[src/rtl/compare_pkg.sv]
// compare_pkg: shared FSM states, cost-mode constants and saturating arithmetic for compare_dtw.
package compare_pkg;
  typedef enum logic [2:0] {IDLE, RD_UP, RD_DIAG, WR, FINISH} state_e;
  localparam logic MODE_EQ = 1'b0;
  localparam logic MODE_CIRC = 1'b1;
  function automatic logic [31:0] sat_of(input int w);
    return (w >= 32) ? '1 : (32'd1 << w) - 32'd1;
  endfunction
  function automatic logic [31:0] sat_add(input logic [31:0] a, input logic [31:0] b, input int w);
    logic [32:0] s;
    logic [32:0] lim;
    s = {1'b0, a} + {1'b0, b};
    lim = {1'b0, sat_of(w)};
    return (s > lim) ? lim[31:0] : s[31:0];
  endfunction
endpackage

[src/rtl/compare_dtw_if.sv]
// compare_dtw_if: score SRAM bus between compare_dtw (master) and the SRAM (slave).
interface compare_dtw_if #(
  parameter int AW = 5,
  parameter int SCORE_W = 8
);
  logic o_rw;
  logic [AW-1:0] o_addr1;
  logic [AW-1:0] o_addr2;
  logic [SCORE_W-1:0] o_dataW;
  logic [SCORE_W-1:0] i_dataR;
  modport master(output o_rw, o_addr1, o_addr2, o_dataW, input i_dataR);
  modport slave(input o_rw, o_addr1, o_addr2, o_dataW, output i_dataR);
endinterface

[src/rtl/compare_cost.sv]
// compare_cost: local symbol cost, equality or circular direction distance.
module compare_cost
  import compare_pkg::*;
#(
  parameter int SYM_W = 4
) (
  input  logic [SYM_W-1:0] a,
  input  logic [SYM_W-1:0] b,
  input  logic             mode,
  output logic [SYM_W-1:0] cost
);
  logic [SYM_W-1:0] d;
  logic [SYM_W:0] circ;
  always_comb begin
    d = (a > b) ? a - b : b - a;
    circ = {1'b1, {SYM_W{1'b0}}} - {1'b0, d};
    cost = (mode == MODE_CIRC) ? (({1'b0, d} < circ) ? d : circ[SYM_W-1:0]) : SYM_W'(a != b);
  end
endmodule

[src/rtl/compare_dtw.sv]
// compare_dtw: DTW distance between two symbol strokes, score matrix kept in external SRAM.
// Define COMPARE_DTW_ABORT_EN to finish early when a whole row exceeds the latched threshold.
module compare_dtw
  import compare_pkg::*;
#(
  parameter int SYM_W = 4,
  parameter int MAX_LEN = 32,
  parameter int SCORE_W = 8,
  localparam int AW = $clog2(MAX_LEN)
) (
  input  logic                     i_clk,
  input  logic                     i_rst,
  input  logic [SYM_W*MAX_LEN-1:0] i_stroke1,
  input  logic [SYM_W*MAX_LEN-1:0] i_stroke2,
  input  logic [AW:0]              i_len1,
  input  logic [AW:0]              i_len2,
  input  logic                     i_mode,
  input  logic [SCORE_W-1:0]       i_thresh,
  input  logic                     i_start,
  compare_dtw_if.master            sram,
  output logic                     o_busy,
  output logic                     o_done,
  output logic                     o_err,
  output logic                     o_abort,
  output logic [SCORE_W-1:0]       o_score
);
  localparam logic [SCORE_W-1:0] SAT = SCORE_W'(sat_of(SCORE_W));
  state_e state_q, state_d;
  logic [AW-1:0] c_q, c_d, r_q, r_d;
  logic [SYM_W*MAX_LEN-1:0] s1_q, s1_d, s2_q, s2_d;
  logic [AW:0] len1_q, len1_d, len2_q, len2_d;
  logic mode_q, mode_d, err_q, err_d;
  logic [SCORE_W-1:0] up_q, up_d, diag_q, diag_d, left_q, left_d, score_q, score_d;
  logic [SCORE_W-1:0] left_v, best, d_cell;
  logic [SYM_W-1:0] cost;
  logic len_ok, last_c, last_r;
`ifdef COMPARE_DTW_ABORT_EN
  logic [SCORE_W-1:0] thresh_q, thresh_d, rmin_q, rmin_d;
  logic abort_q, abort_d;
`else
  logic unused_thresh;
  assign unused_thresh = ^i_thresh;
`endif
  compare_cost #(.SYM_W(SYM_W)) u_cost (
    .a(s1_q[c_q*SYM_W +: SYM_W]),
    .b(s2_q[r_q*SYM_W +: SYM_W]),
    .mode(mode_q),
    .cost(cost)
  );
  always_comb begin
    len_ok = (i_len1 != '0) && (i_len1 <= (AW+1)'(MAX_LEN)) && (i_len2 != '0) && (i_len2 <= (AW+1)'(MAX_LEN));
    last_c = ({1'b0, c_q} == len1_q - 1'b1);
    last_r = ({1'b0, r_q} == len2_q - 1'b1);
    left_v = (c_q == '0) ? SAT : left_q;
    best = (up_q < diag_q) ? up_q : diag_q;
    best = (best < left_v) ? best : left_v;
    d_cell = (c_q == '0 && r_q == '0) ? SCORE_W'(cost) : SCORE_W'(sat_add(32'(cost), 32'(best), SCORE_W));
  end
  always_comb begin
    state_d = state_q;
    c_d = c_q;
    r_d = r_q;
    s1_d = s1_q;
    s2_d = s2_q;
    len1_d = len1_q;
    len2_d = len2_q;
    mode_d = mode_q;
    up_d = up_q;
    diag_d = diag_q;
    left_d = left_q;
    score_d = score_q;
    err_d = err_q;
`ifdef COMPARE_DTW_ABORT_EN
    thresh_d = thresh_q;
    rmin_d = rmin_q;
    abort_d = abort_q;
`endif
    case (state_q)
      IDLE: if (i_start) begin
        s1_d = i_stroke1;
        s2_d = i_stroke2;
        len1_d = i_len1;
        len2_d = i_len2;
        mode_d = i_mode;
        c_d = '0;
        r_d = '0;
        err_d = !len_ok;
        score_d = len_ok ? '0 : SAT;
        state_d = len_ok ? RD_UP : FINISH;
`ifdef COMPARE_DTW_ABORT_EN
        thresh_d = i_thresh;
        abort_d = 1'b0;
`endif
      end
      RD_UP: begin
        up_d = (r_q == '0) ? SAT : sram.i_dataR;
        state_d = RD_DIAG;
      end
      RD_DIAG: begin
        diag_d = (r_q == '0 || c_q == '0) ? SAT : sram.i_dataR;
        state_d = WR;
      end
      WR: begin
        left_d = d_cell;
        c_d = last_c ? '0 : c_q + 1'b1;
        r_d = last_c ? r_q + 1'b1 : r_q;
        state_d = (last_c && last_r) ? FINISH : RD_UP;
        score_d = (last_c && last_r) ? d_cell : score_q;
`ifdef COMPARE_DTW_ABORT_EN
        rmin_d = (c_q == '0 || d_cell < rmin_q) ? d_cell : rmin_q;
        if (last_c && rmin_d > thresh_q) begin
          state_d = FINISH;
          score_d = SAT;
          abort_d = 1'b1;
        end
`endif
      end
      default: state_d = IDLE;
    endcase
  end
  always_ff @(posedge i_clk) begin
    if (i_rst) begin
      state_q <= IDLE;
      c_q <= '0;
      r_q <= '0;
      score_q <= '0;
      err_q <= 1'b0;
    end else begin
      state_q <= state_d;
      c_q <= c_d;
      r_q <= r_d;
      score_q <= score_d;
      err_q <= err_d;
    end
  end
  always_ff @(posedge i_clk) begin
    s1_q <= s1_d;
    s2_q <= s2_d;
    len1_q <= len1_d;
    len2_q <= len2_d;
    mode_q <= mode_d;
    up_q <= up_d;
    diag_q <= diag_d;
    left_q <= left_d;
  end
`ifdef COMPARE_DTW_ABORT_EN
  always_ff @(posedge i_clk) begin
    abort_q <= i_rst ? 1'b0 : abort_d;
    thresh_q <= thresh_d;
    rmin_q <= rmin_d;
  end
  assign o_abort = abort_q;
`else
  assign o_abort = 1'b0;
`endif
  assign sram.o_rw = (state_q == WR);
  assign sram.o_addr1 = (state_q == RD_DIAG) ? c_q - 1'b1 : (state_q == RD_UP || state_q == WR) ? c_q : '0;
  assign sram.o_addr2 = (state_q == RD_UP || state_q == RD_DIAG) ? r_q - 1'b1 : (state_q == WR) ? r_q : '0;
  assign sram.o_dataW = (state_q == WR) ? d_cell : '0;
  assign o_busy = (state_q != IDLE);
  assign o_done = (state_q == FINISH);
  assign o_err = err_q;
  assign o_score = score_q;
endmodule

[src/flat_wrapper.sv]
// flat-port wrapper written by rule: the top's interface ports become plain ports
module compare_dtw_flat import compare_pkg::*;
#(
  parameter int SYM_W = 4,
  parameter int MAX_LEN = 32,
  parameter int SCORE_W = 8,
  localparam int AW = $clog2(MAX_LEN)
)
  (i_clk, i_rst, i_stroke1, i_stroke2, i_len1, i_len2, i_mode, i_thresh, i_start, o_busy, o_done, o_err, o_abort, o_score, sram_o_rw, sram_o_addr1, sram_o_addr2, sram_o_dataW, sram_i_dataR);
  compare_dtw_if #(.AW(5), .SCORE_W(SCORE_W)) sram_i ();
  input  logic i_clk;
  input  logic i_rst;
  input  logic [SYM_W*MAX_LEN-1:0] i_stroke1;
  input  logic [SYM_W*MAX_LEN-1:0] i_stroke2;
  input  logic [AW:0] i_len1;
  input  logic [AW:0] i_len2;
  input  logic i_mode;
  input  logic [SCORE_W-1:0] i_thresh;
  input  logic i_start;
  output logic o_busy;
  output logic o_done;
  output logic o_err;
  output logic o_abort;
  output logic [SCORE_W-1:0] o_score;
  output wire logic [$bits(sram_i.o_rw)-1:0] sram_o_rw;
  output wire logic [$bits(sram_i.o_addr1)-1:0] sram_o_addr1;
  output wire logic [$bits(sram_i.o_addr2)-1:0] sram_o_addr2;
  output wire logic [$bits(sram_i.o_dataW)-1:0] sram_o_dataW;
  input wire logic [$bits(sram_i.i_dataR)-1:0] sram_i_dataR;
  assign sram_o_rw = sram_i.o_rw;
  assign sram_o_addr1 = sram_i.o_addr1;
  assign sram_o_addr2 = sram_i.o_addr2;
  assign sram_o_dataW = sram_i.o_dataW;
  assign sram_i.i_dataR = sram_i_dataR;
  compare_dtw #(.SYM_W(SYM_W), .MAX_LEN(MAX_LEN), .SCORE_W(SCORE_W)) u_core (.i_clk(i_clk), .i_rst(i_rst), .i_stroke1(i_stroke1), .i_stroke2(i_stroke2), .i_len1(i_len1), .i_len2(i_len2), .i_mode(i_mode), .i_thresh(i_thresh), .i_start(i_start), .sram(sram_i), .o_busy(o_busy), .o_done(o_done), .o_err(o_err), .o_abort(o_abort), .o_score(o_score));
endmodule
[config.mk]
export PLATFORM = sky130hd
export DESIGN_NAME = compare_dtw_flat
export DESIGN_NICKNAME = d
export VERILOG_FILES = /design/src/rtl/compare_pkg.sv /design/src/rtl/compare_dtw_if.sv /design/src/rtl/compare_cost.sv /design/src/rtl/compare_dtw.sv /design/src/flat_wrapper.sv
export SDC_FILE = /design/constraint.sdc
export NUM_CORES = 1
export LEC_CHECK = 0
export ABC_AREA = 1
export CAP_MARGIN = 20
export CORE_ASPECT_RATIO = 2
export CORE_MARGIN = 4
export CORE_UTILIZATION = 50
export CTS_CLUSTER_DIAMETER = 150
export DETAILED_ROUTE_END_ITERATION = 7
export HOLD_SLACK_MARGIN = 0.05
export PLACE_DENSITY = 0.82
export SETUP_SLACK_MARGIN = 0.5
export SYNTH_ARGS = -nofsm -noshare
export SYNTH_HDL_FRONTEND = slang
export SYNTH_SLANG_ARGS = --single-unit
[constraint.sdc]
create_clock -name i_clk -period 22.8 [get_ports i_clk]
set_clock_uncertainty 0.2 [all_clocks]
set_input_delay 4.56 -clock i_clk [delete_from_list [all_inputs] [get_ports i_clk]]
set_output_delay 4.56 -clock i_clk [all_outputs]
set_load 0.005 [all_outputs]
# Word level (Yosys, flattened, before mapping)
# Index checks and enable logic that the tools add are counted.
word_totals:
  in_bits: 288
  out_inout_bits: 31
  reg_bits: 315
  elab_cells: 88
classes:
  reduce_logical: 20
  n_addsub: 10
  n_eq_ne: 10
  shift: 2
  order_cmp: 7
  muxes: 26
ops:
  columns: ["operator", "n"]
  rows:
  - ["$shiftx 128x8->4", 2]
  - ["$mux 8", 9]
  - ["$mux 5", 7]
  - ["$pmux 5 s2", 2]
  - ["$lt 8x8->1", 2]
  - ["$pmux 8 s2", 1]
  - ["$eq 5x6->1", 2]
  - ["$le 6x6->1 const B", 2]
  - ["$mux 4", 3]
  - ["$pmux 3 s4", 1]
  - ["$reduce_bool 6->1", 2]
  - ["$sub 6x1->6 const B", 2]
  - ["$add 5x1->5 const B", 2]
  - ["$logic_not 5->1", 2]
  - ["$sub 5x1->5 const B", 2]
  - ["$add 4x8->9", 1]
  - ["$gt 9x8->1 const B", 1]
  - ["$mux 3", 3]
  - ["$sub 4x4->4", 2]
  - ["$eq 3x2->1 const B", 2]
  - ["$reduce_and 3->1", 2]
  - ["$logic_and 1x1->1", 5]
  - ["$lt 4x5->1", 1]
  - ["$sub 5x4->5 const A", 1]
  - ["12 further kinds", 16]

# Longest topological paths before layout
depth:
  depth_word: 13
  ltp_mapped: 34
  depth_no_buf: 32

# By module
# From an unflattened synthesis, not the netlist that was laid out.
unflattened:
  cells_unflattened: 1308
  area_unflattened_um2: 14416.3
modules_own_cells:
  columns: ["module", "seq_area_each_um2", "n_inst", "area_each_um2", "cells_each"]
  rows:
  - ["compare_dtw", 9238.9, 1, 13809.5, 1209]
  - ["compare_cost", 0.0, 1, 606.8, 99]

# Worst setup path after synthesis
# Ideal clock, no wire load.
synth_timing:
  path_type: "in2reg"
  start: "input i_start"
  end: "register u_core.r_q[3]"
  arrival_ps: 11130
  path_stages: 7
  path_slack_ps: 11356
  setup_ps: 114
  n_path_buf: 0
  required_ps: 22486
  path_cell_list: "nand2_1 > inv_1 > or2_2 > nand2_1 > nor2_1 > nand2_1 > a2111oi_0"
synth_via:
  elab_chain_cells: 2
synth_rtl:
  columns: ["item", "line_no", "source"]
  rows:
  - ["start, declared", "flat_wrapper.sv:19", "input logic i_start;"]
  - ["$ne 2x2->1 (no line)", null, null]
  - ["$reduce_and 3->1 (no line)", null, null]
  - ["end signal, assigned", "compare_dtw.sv:131", "r_q <= r_d;"]
  - ["end, declared", "compare_dtw.sv:29", "logic [AW-1:0] c_q, c_d, r_q, r_d;"]
# No other way between the ends.
# A chain may end at the register's enable or synchronous reset.

# Worst setup path in the final report
layout_timing:
  start: "register u_core.r_q[0]"
  end: "output sram_o_dataW[2]"
layout_via:
  elab_chain_cells: 12
  elab_cells_between_ends: 17
  cone_classes: "add/sub: 4; order compare: 3; eq/ne: 1; shift: 1; mux: 6; reduce/logical: 2"
layout_rtl:
  columns: ["item", "line_no", "source"]
  rows:
  - ["$shiftx 128x8->4", "compare_dtw.sv:46", ".b(s2_q[r_q*SYM_W +: SYM_W]),"]
  - ["$sub 4x4->4 / $gt 4x4->1 (equally long branches)", "compare_cost.sv:15", "d = (a > b) ? a - b : b - a;"]
  - ["$mux 4", "compare_cost.sv:15", null]
  - ["$sub 5x4->5", "compare_cost.sv:16", "circ = {1'b1, {SYM_W{1'b0}}} - {1'b0, d};"]
  - ["$lt 4x5->1", "compare_cost.sv:17", "cost = (mode == MODE_CIRC) ? (({1'b0, d} < circ) ? d : circ[SYM_W-1:0]) : SYM_W'(a != b);"]
  - ["$mux 4 (2 in series)", "compare_cost.sv:17", null]
  - ["$add 4x8->9", "compare_pkg.sv:12", "s = {1'b0, a} + {1'b0, b};"]
  - ["$gt 9x8->1", "compare_pkg.sv:14", "return (s > lim) ? lim[31:0] : s[31:0];"]
  - ["$mux 8", "compare_pkg.sv:14", null]
  - ["$mux 8 *", "compare_dtw.sv:57", "d_cell = (c_q == '0 && r_q == '0) ? SCORE_W'(cost) : SCORE_W'(sat_add(32'(cost), 32'(best), SCORE_W));"]
  - ["$mux 8 *", "compare_dtw.sv:159", "assign sram.o_dataW = (state_q == WR) ? d_cell : '0;"]
  - ["end, declared", "flat_wrapper.sv:28", "output wire logic [$bits(sram_i.o_dataW)-1:0] sram_o_dataW;"]
# Mark *: on every way between the ends. The rest lies on a longest branch, timed or not.

==> impl_metrics.py <==
metrics = {
    "status": {
        "status": "complete, no violations",
    },
    "grt": {
        "grt_pass1_vias": 11100,
        "grt_overflow": 0,
        "grt_use_total_pct": 24.7,
        "antenna_found_initial": 7,
        "grt_pass1_wl_um": 59100,
        "grt_start_max_net_pins": 126,
    },
    "pwr": {
        "vdd.ir_drop.worst_mv": 0.0779,
        "leakagePower_nw": 6.84,
        "power.density_mw_per_mm2": 75.4,
    },
    "floorplanning": {
        "rows": 86,
        "die_height_um": 245,
        "initial_utilization_pct": 50.8,
        "ios": 319,
        "dieArea_mm2": 0.0309,
        "coreArea_mm2": 0.0275,
        "fp.dieW_um": 126,
    },
    "critical_path": {
        "critPathKind": "reg -> out",
        "cp-start-kind": "flop",
        "required_ns": 18.04,
        "crit_family": "simple AND/OR/NAND/NOR gates",
        "critPathMaxStageDelay_ns": 0.56,
        "path_buf_inv": 8,
        "path_depth": 30,
        "path_max_fanout": 70,
        "path_common_cell": "inv_1",
        "crit_path_end_kind": "output pin",
        "reg2reg_depth": 28,
        "slowest_stage": "nor4_1",
        "cp.arrival_ns": 6.89,
    },
    "detailed_routing": {
        "topRoutingLayerUsed": "met4",
        "viasPerCell": 5.55,
        "dr_total_vias": 10600,
        "dr.pass1.iters": 8,
        "routedWlPerCell_um": 20.3,
        "met1_length_um": 12200,
        "wl_met3_um": 2460,
        "routed-wl-met2_um": 22300,
        "antenna_left": 0,
        "drc": 0,
        "wl_um": 39000,
        "first_iter_violations": 872,
    },
    "layout": {
        "layout_common_cells": "309 x clkdlybuf4s50_1, 293 x edfxtp_1, 188 x nor2_1",
        "regArea_mm2": 0.00924,
        "nets": 1864,
        "multi_input_area_mm2": 0.00412,
        "area_growth_pct": 31.3,
        "final_common_cell": "clkdlybuf4s50_1",
        "drive_gt1_share_pct": 5.45,
        "n_fill_cell": 2074,
    },
    "timing": {
        "fin_crit_sh_pct": 51.1,
        "slew_headroom_pct": 35.1,
        "rsz0062_at_grt": "false",
        "hold_viol": 0,
        "fmax_mhz": 85.9,
        "fin_setup_tns_ns": 0,
        "final.min_clock_period_ns": 11.65,
        "tightest_slew_ns": 0.970,
        "setup_viol": 0,
        "slew_viol_final": 0,
        "timing.final.ws_setup_ns": 11.15,
    },
    "clock_tree": {
        "numCtsBuffers": 28,
        "clockRootBuffer": "clkbuf_16",
        "clockBufferDepth": 3,
        "clk_latency_ns": 0.56,
        "numClockSinks": 315,
        "htreeDepth": 1,
        "ctsResizeCount": 0,
        "clk_pin_slew_worst_paths_ns": 0.06,
        "cts_tree": "built",
        "holdBufCountCts": 0,
        "cts_setup_buffers": 0,
    },
    "placement": {
        "gp_congestion": 0.854,
        "dp_hpwl_um": 28700,
        "detailedPlace.worstSlack_ns": 11.60,
        "portBuffers": 309,
    },
    "yosys": {
        "synth-main-ff-cell": "edfxtp_1",
        "synth_seq_area_share_pct": 66.1,
        "synth-xor-area-share_pct": 1.50,
        "async_reset_ff_share_pct": 0,
        "synth_area_per_cell_um2": 11.2,
        "synth-edff-count": 293,
        "synthMuxAreaShare_pct": 0.0805,
        "synthAdderAreaFrac_pct": 3.38,
        "yosys.area_share.simple_pct": 12.8,
        "synth_top_family_by_area": "simple AND/OR/NAND/NOR gates",
        "synth_compound_area_share_pct": 11.7,
        "yosysWarnings": 0,
        "ys_ff_latch": 315,
        "yosys.cell_types.count": 47,
        "synth_fp_nets": 1570,
        "synthCells": 1246,
        "synth_area_mm2": 0.0140,
    },
    "min_path": {
        "hp-class": "reg -> reg",
        "whs_path_depth": 2,
    },
    "job": {
        "maxCapViolations": 0,
    },
}
==> path summary, 6_finish.rpt <==
path                          start                end  slack [ns]
setup / recovery      u_core.r_q[0]    sram_o_dataW[2]       11.15
hold / removal    u_core.o_score[5]  u_core.o_score[5]        0.36
setup reg to reg      u_core.r_q[0]   u_core.left_q[1]       16.55
hold reg to reg   u_core.o_score[5]  u_core.o_score[5]        0.36
==> Yosys cell counts, drive strengths merged (2+ instances only) <==
cell	number	area share, %
inv	96	2.6
dfxtp	22	3.1
nand4	20	0.89
o221ai	12	0.75
a2111oi	3	0.19
nor3	11	0.39
nand3	34	1.3
nor2	192	5.3
or2	4	0.18
a21oi	40	1.4
a211oi	3	0.16
o21ai	168	6.1
buf	11	0.51
a31oi	2	0.089
o22ai	56	2.5
o211ai	4	0.21
fa	3	0.43
xor2	12	0.75
xnor2	12	0.75
clkinv	2	0.063
nor3b	2	0.11
nand3b	2	0.20
nand2	151	4.3
clkbuf	48	1.3
o21a	5	0.27
edfxtp	293	63
ha	33	3.0
==> per-stage QoR <==
stage / util, % / instance area (um2) / std cells / hold slack (ns) / total power, mW
6_report: 66.7 / 18400 / 1918 / 0.356 / 1.38
5_1_grt: 66.7 / 18400 / 1918 / 0.370 / 1.44
4_1_cts: 66.4 / 18300 / 1909 / 0.348 / 1.39
3_5_place_dp: 63.0 / 17400 / 1860 / 0.327 / 0.910
3_3_place_gp: 63.0 / 17400 / 1860 / 0.322 / 0.901
2_1_floorplan: - / 14000 / 1246 / 0.329 / 0.830
==> registers in the layout, summed over array words and instances, names as in the netlist <==
signal,count
u_core.s1_q,128
u_core.s2_q,128
u_core.diag_q,8
u_core.left_q,8
u_core.o_score,8
u_core.up_q,8
u_core.len1_q,6
u_core.len2_q,6
u_core.c_q,5
u_core.r_q,5
u_core.state_q,3
u_core.mode_q,1
u_core.o_err,1
==> metal layers <==
layer  vias to the layer above  GRT usage, %
li1                       5017             -
met1                      5048          24.0
met2                       463          48.6
met3                       113          4.04
met4                         0          13.0
met5                         -             0
==> cells by family after synthesis <==
group	count (synthesis)
AND/OR/NAND/NOR	419
flip-flops	315
AO/OA/AOI/OAI	293
buffers and inverters	157
adder cells (fa/ha/maj)	36
XOR/XNOR	24
other	1
multiplexers	1
==> cell type report <==
cell class	instances	area share, %
flip-flops and latches	315	50.3
multi-input cells	774	22.5
repair buffers	323	17.6
clock buffers	35	4.07
well taps	352	2.40
inverters	98	2.05
clock inverters	14	0.967
diodes	7	0.0954
==> power breakdown <==
group	switching, mW	internal (mW)	total (mW)
Combinational	0.100	0.0882	0.189
Clock	0.206	0.277	0.483
Sequential	0.0151	0.698	0.713
Total	0.321	1.06	1.38
==> tightest hold or removal path, cell delays in order (launching register included) <==
cell	delay, ns
dfxtp_1	0.31
o21ai_0	0.15
a21oi_1	0.05
Power figures use the tool's default switching activity.
